**config.mk**
```make
export PLATFORM = sky130hd
export DESIGN_NAME = prco_mem_wb
export DESIGN_NICKNAME = d
export VERILOG_FILES = /design/src/rtl/prco_mem_wb.sv
export SDC_FILE = /design/constraint.sdc
export NUM_CORES = 1
export LEC_CHECK = 0
export CORE_ASPECT_RATIO = 1.4
export CORE_UTILIZATION = 41
export CTS_CLUSTER_DIAMETER = 50
export DETAILED_ROUTE_END_ITERATION = 10
export GPL_TIMING_DRIVEN = 0
export HOLD_SLACK_MARGIN = 0.08
export PLACE_DENSITY = 0.8
export SLEW_MARGIN = 10
export SYNTH_ARGS = -nofsm -noshare
export SYNTH_HDL_FRONTEND = slang
export SYNTH_SLANG_ARGS = --single-unit
```
**constraint.sdc**
```tcl
create_clock -name i_clk -period 2.8 [get_ports i_clk]
set_input_delay 0.84 -clock i_clk [delete_from_list [all_inputs] [get_ports i_clk]]
set_output_delay 0.84 -clock i_clk [all_outputs]
set_load 0.02 [all_outputs]
```
**src/rtl/prco_mem_wb.sv**
```systemverilog
// PRCO memory/writeback stage: completes LW/SW over a req/ack RAM port, writes
// the register file, loads the PC on taken branches and re-enables fetch.
`ifndef PRCO_OP_NOP
`define PRCO_OP_NOP   5'd0
`define PRCO_OP_MOV   5'd1
`define PRCO_OP_MOVI  5'd2
`define PRCO_OP_ADD   5'd3
`define PRCO_OP_ADDI  5'd4
`define PRCO_OP_SUBI  5'd5
`define PRCO_OP_CMP   5'd6
`define PRCO_OP_JMP   5'd7
`define PRCO_OP_LW    5'd8
`define PRCO_OP_SW    5'd9
`define PRCO_OP_READ  5'd10
`define PRCO_OP_WRITE 5'd11
`endif

module prco_mem_wb #(
    parameter int RAM_TIMEOUT = 16
) (
    input  logic        i_clk,
    input  logic        i_reset,
    input  logic        i_ce_ram,
    input  logic        i_ce_reg,
    input  logic        i_should_branch,
    input  logic [4:0]  i_op,
    input  logic [15:0] i_result,
    input  logic [15:0] i_store_data,
    input  logic [2:0]  i_rd_sel,
    input  logic [15:0] i_branch_target,
    output logic        q_ram_req,
    output logic        q_ram_we,
    output logic [15:0] q_ram_addr,
    output logic [15:0] q_ram_wdata,
    input  logic        i_ram_ack,
    input  logic [15:0] i_ram_rdata,
    output logic        q_reg_we,
    output logic [2:0]  q_reg_sel,
    output logic [15:0] q_reg_wdata,
    output logic        q_pc_load,
    output logic [15:0] q_pc_target,
    output logic        q_ce_fetch,
    output logic        q_bus_err,
    output logic        q_overrun
);

    localparam int CW = (RAM_TIMEOUT < 1) ? 1 : $clog2(RAM_TIMEOUT + 1);
    localparam logic [CW-1:0] CNT_LAST = (RAM_TIMEOUT == 0) ? '0 : CW'(RAM_TIMEOUT - 1);
    localparam logic [CW-1:0] CNT_MAX  = '1;

    typedef enum logic [1:0] {S_IDLE, S_RAM_WAIT, S_WB} state_t;

    state_t        state_q, state_d;
    logic [4:0]    op_q, op_d;
    logic [2:0]    rd_q, rd_d;
    logic [CW-1:0] cnt_q, cnt_d;
    logic          ram_req_q, ram_req_d, ram_we_q, ram_we_d;
    logic [15:0]   ram_addr_q, ram_addr_d, ram_wdata_q, ram_wdata_d;
    logic          reg_we_q, reg_we_d;
    logic [2:0]    reg_sel_q, reg_sel_d;
    logic [15:0]   reg_wdata_q, reg_wdata_d;
    logic          pc_load_q, pc_load_d;
    logic [15:0]   pc_target_q, pc_target_d;
    logic          ce_fetch_q, ce_fetch_d, bus_err_q, bus_err_d, overrun_q, overrun_d;

    function automatic logic op_writes_reg(input logic [4:0] op);
        case (op)
            `PRCO_OP_MOV, `PRCO_OP_MOVI, `PRCO_OP_ADD,
            `PRCO_OP_ADDI, `PRCO_OP_SUBI, `PRCO_OP_READ: op_writes_reg = 1'b1;
            default:                                     op_writes_reg = 1'b0;
        endcase
    endfunction

    // Next-state and output computation; pulse outputs default to zero each cycle.
    always_comb begin
        state_d     = state_q;
        op_d        = op_q;
        rd_d        = rd_q;
        cnt_d       = cnt_q;
        ram_req_d   = ram_req_q;
        ram_we_d    = ram_we_q;
        ram_addr_d  = ram_addr_q;
        ram_wdata_d = ram_wdata_q;
        reg_we_d    = 1'b0;
        reg_sel_d   = 3'd0;
        reg_wdata_d = 16'h0000;
        pc_load_d   = 1'b0;
        pc_target_d = 16'h0000;
        ce_fetch_d  = 1'b0;
        bus_err_d   = 1'b0;
        overrun_d   = overrun_q;
        case (state_q)
            S_IDLE: begin
                if (i_ce_ram) begin
                    op_d        = i_op;
                    rd_d        = i_rd_sel;
                    cnt_d       = '0;
                    ram_req_d   = 1'b1;
                    ram_we_d    = (i_op == `PRCO_OP_SW);
                    ram_addr_d  = i_result;
                    ram_wdata_d = i_store_data;
                    state_d     = S_RAM_WAIT;
                end else if (i_ce_reg) begin
                    op_d       = i_op;
                    rd_d       = i_rd_sel;
                    ce_fetch_d = 1'b1;
                    state_d    = S_WB;
                    if (i_should_branch) begin
                        pc_load_d   = 1'b1;
                        pc_target_d = i_branch_target;
                    end else if (op_writes_reg(i_op)) begin
                        reg_we_d    = 1'b1;
                        reg_sel_d   = i_rd_sel;
                        reg_wdata_d = i_result;
                    end else begin
                        reg_we_d = 1'b0;
                    end
                end else begin
                    state_d = S_IDLE;
                end
            end
            S_RAM_WAIT: begin
                if (i_ce_ram || i_ce_reg) begin
                    overrun_d = 1'b1;
                end else begin
                    overrun_d = overrun_q;
                end
                // An ack on the expiry cycle is checked first and so wins.
                if (i_ram_ack) begin
                    ram_req_d   = 1'b0;
                    ram_we_d    = 1'b0;
                    ram_addr_d  = 16'h0000;
                    ram_wdata_d = 16'h0000;
                    ce_fetch_d  = 1'b1;
                    state_d     = S_WB;
                    if (op_q == `PRCO_OP_LW) begin
                        reg_we_d    = 1'b1;
                        reg_sel_d   = rd_q;
                        reg_wdata_d = i_ram_rdata;
                    end else begin
                        reg_we_d = 1'b0;
                    end
                end else if ((RAM_TIMEOUT != 0) && (cnt_q == CNT_LAST)) begin
                    ram_req_d   = 1'b0;
                    ram_we_d    = 1'b0;
                    ram_addr_d  = 16'h0000;
                    ram_wdata_d = 16'h0000;
                    bus_err_d   = 1'b1;
                    ce_fetch_d  = 1'b1;
                    state_d     = S_IDLE;
                end else if (cnt_q != CNT_MAX) begin
                    cnt_d = cnt_q + CW'(1);
                end else begin
                    cnt_d = cnt_q;
                end
            end
            S_WB: begin
                if (i_ce_ram || i_ce_reg) begin
                    overrun_d = 1'b1;
                end else begin
                    overrun_d = overrun_q;
                end
                state_d = S_IDLE;
            end
            default: begin
                state_d = S_IDLE;
            end
        endcase
    end

    // State and output registers with synchronous reset.
    always_ff @(posedge i_clk) begin
        if (i_reset) begin
            state_q     <= S_IDLE;
            op_q        <= 5'd0;
            rd_q        <= 3'd0;
            cnt_q       <= '0;
            ram_req_q   <= 1'b0;
            ram_we_q    <= 1'b0;
            ram_addr_q  <= 16'h0000;
            ram_wdata_q <= 16'h0000;
            reg_we_q    <= 1'b0;
            reg_sel_q   <= 3'd0;
            reg_wdata_q <= 16'h0000;
            pc_load_q   <= 1'b0;
            pc_target_q <= 16'h0000;
            ce_fetch_q  <= 1'b0;
            bus_err_q   <= 1'b0;
            overrun_q   <= 1'b0;
        end else begin
            state_q     <= state_d;
            op_q        <= op_d;
            rd_q        <= rd_d;
            cnt_q       <= cnt_d;
            ram_req_q   <= ram_req_d;
            ram_we_q    <= ram_we_d;
            ram_addr_q  <= ram_addr_d;
            ram_wdata_q <= ram_wdata_d;
            reg_we_q    <= reg_we_d;
            reg_sel_q   <= reg_sel_d;
            reg_wdata_q <= reg_wdata_d;
            pc_load_q   <= pc_load_d;
            pc_target_q <= pc_target_d;
            ce_fetch_q  <= ce_fetch_d;
            bus_err_q   <= bus_err_d;
            overrun_q   <= overrun_d;
        end
    end

    assign q_ram_req   = ram_req_q;
    assign q_ram_we    = ram_we_q;
    assign q_ram_addr  = ram_addr_q;
    assign q_ram_wdata = ram_wdata_q;
    assign q_reg_we    = reg_we_q;
    assign q_reg_sel   = reg_sel_q;
    assign q_reg_wdata = reg_wdata_q;
    assign q_pc_load   = pc_load_q;
    assign q_pc_target = pc_target_q;
    assign q_ce_fetch  = ce_fetch_q;
    assign q_bus_err   = bus_err_q;
    assign q_overrun   = overrun_q;

endmodule

```
==> key figures <==
Status
  • Status: complete, no violations

Synth
  • Top FF cell, synth: dfxtp_1
  • Sequential element share of the synthesized area: 54.2%
  • Ranking of synthesized cells by area: dfxtp_1 54%, a21oi_1 5.8%, o21ai_0 5.6%, nand2_1 3.9%, o2bb2ai_1 3.5%
  • Syn Inst Count: 348
  • Syn nets: 431
  • Post-synthesis register bit count: 89
  • Yosys top cell by area: dfxtp_1
  • Post-synth top area share: 54.2%
  • Yosys cell types: 39
  • Avg Cell Area, Syn: 9.44 sq um
  • Synthesis warning total: 0
  • EDFF count, synth: 0
  • Ys async rst share: 0%
  • Synth Cell Area: 3290 sq um

Clock network
  • # hold bufs at CTS: 0
  • Root Buffer: clkbuf_8
  • CTS-repair resized insts: 0
  • Setup Buffers After CTS: 0
  • Clock latency on the worst-skew pair: 0.35 ns
  • CTS tree: done
  • CTS clk-pin slew, worst paths: 0.08 ns
  • CTS Buf Count: 9
  • Sink Count: 89
  • CTS H-Tree Depth: 3
  • Maximum buffer depth of the clock tree: 2

Timing
  • Final min period: 2.43 ns
  • Worst slew pin tran: 0.783 ns
  • Final setup vio count: 0
  • RSZ-0062 raised after global routing: no
  • Slew headroom: 47.7%
  • Final Max Tran Viols: 0
  • Period utilization: 86.9%
  • Sum Neg Setup Slack: 0 ns
  • Layout Skew: 0.0102 ns
  • Final hold violation count: 0
  • Max Freq: 411 MHz

Min path
  • Hold/Removal Path Class: reg2reg
  • Worst Hold Path Cells: 1

Global route
  • First-pass GRT wire length: 14.3 mm
  • Final global-route overflow total: 0
  • All-Layer GR Usage: 22.1%
  • Vias in the first global route: 3,041
  • Largest net degree at the start of global routing: 14
  • Initial antenna violation count: 0

Power
  • Lkg Pwr: 1.85 nW
  • VDD IR max: 0.360 mV
  • Power Density: 522 nW/um^2

Worst setup path
  • Crit path arrival time: 2.73 ns
  • Crit path required time: 3.10 ns
  • Worst setup SP type: input pin
  • CP endpoint kind: flop
  • Critical path class: in2reg
  • Worst Path Max Fanout: 10
  • FF-to-FF path depth: 7

Route
  • Via density: 5.06
  • DRC: 0
  • Routed WL: 9.17 mm
  • DR pass1 iterations: 4
  • Routed via count: 3,094
  • Post-DR wirelength/cell: 15.0 um
  • DR iter-0 viols: 116
  • Routed Antenna Nets: 0

Cells and area
  • Area Growth Syn to Fin: 54.6%
  • Layout Nets: 591
  • Most frequent cells in the layout: 149 x clkdlybuf4s50_1, 89 x dfxtp_1, 38 x a21oi_1
  • Layout cell share with drive strength beyond 1: 4.49%
  • Most common cell after layout, fill and taps aside: clkdlybuf4s50_1
  • ANT cells: 0
  • Cell Count, Final, Fillers Out: 612
  • Final Util: 65.5%

Floorplanning
  • Initial Util: 42.4%
  • Core Area: 7750 sq um
  • Chip height: 108 um
  • DIE AREA: 8380 sq um
  • Die X-Extent: 77.7 um
  • FP Rows: 38
  • Total I/O pin count: 152

Place
  • Inst Count DP: 597
  • Dpl hpwl: 7.02 mm
  • Final estimated routing congestion in global placement: 0.846
  • Buffers added on ports: 149

Job
  • MaxCap Viol Count: 0
[through the flow]
stage / total power [W] / hold WS (ns) / setup WS [ns] / cell area [sq um]
after floorplan: 0.00160 / 0.437 / 0.813 / 3290
after global placement: 0.00184 / 0.436 / 0.0175 / 4900
after detailed placement: 0.00186 / 0.451 / -0.0500 / 4900
after CTS: 0.00268 / 0.475 / 0.324 / 5080
after global routing: 0.00277 / 0.497 / 0.150 / 5080
final: 0.00265 / 0.476 / 0.366 / 5080
[synthesized netlist by cell type (all sizes together), types with 4 or more instances]
master,number
nand2,34
nand3b,4
o2bb2ai,13
a21oi,38
ha,5
and2,17
mux2i,10
nand3,17
nor2,12
buf,8
o21ai,38
dfxtp,89
a32o,5
nor3b,6
inv,8
clkbuf,19
[kinds of logic after synthesis]
logic type | synth area share (%)
compound gates | 19.9
simple gates | 16.3
flops | 54.2
buf+inv | 4.57
mux | 3.05
fa+ha+maj | 1.90
[path summary, 6_finish.rpt]
path	start	endpoint	slack, ns
hold reg to reg	rd_q[1]	q_reg_sel[1]	0.48
setup / recovery	i_ce_reg	q_pc_target[12]	0.37
setup reg to reg	cnt_q[0]	q_ram_addr[10]	0.48
hold / removal	rd_q[1]	q_reg_sel[1]	0.48
[worst max-delay path: stages]
cell and delay, ns:
clkdlybuf4s50_1 0.55, nand3b_1 0.20, nor3b_1 0.69, buf_2 0.31
and2_1 0.14
[layer usage]
layer	vias up	share of wire, %	global-route usage, %
li1	1536	-	-
met1	1404	39	22.5
met2	140	53	41.5
met3	14	7.1	6.19
met4	0	1.6	10.1
met5	-	0	0
[flip-flops by register name, indices dropped and copies added, names as in the netlist, 2 cells and up]
register,cells
q_ram_addr,16
state_q,2
cnt_q,5
q_ram_wdata,16
rd_q,3
q_pc_target,16
q_reg_sel,3
op_q,5
q_reg_wdata,16
[where the power goes]
group	total (W)	switching [W]	internal [W]
sequential	0.00135	0.0000253	0.00132
clock	0.000825	0.000418	0.000408
combinational	0.000479	0.000239	0.000240
[layout make-up]
class | instances | area (sq um)
inverter | 8 | 30.0
buffer | 27 | 120
clock buffer | 12 | 135
clock inverter | 3 | 42.5
timing repair buffer | 149 | 1490
multi-input combinational | 224 | 1350
tap | 100 | 125
fill | 660 | 2670
sequential | 89 | 1780
No activity file was read; power rests on OpenSTA's default activity.
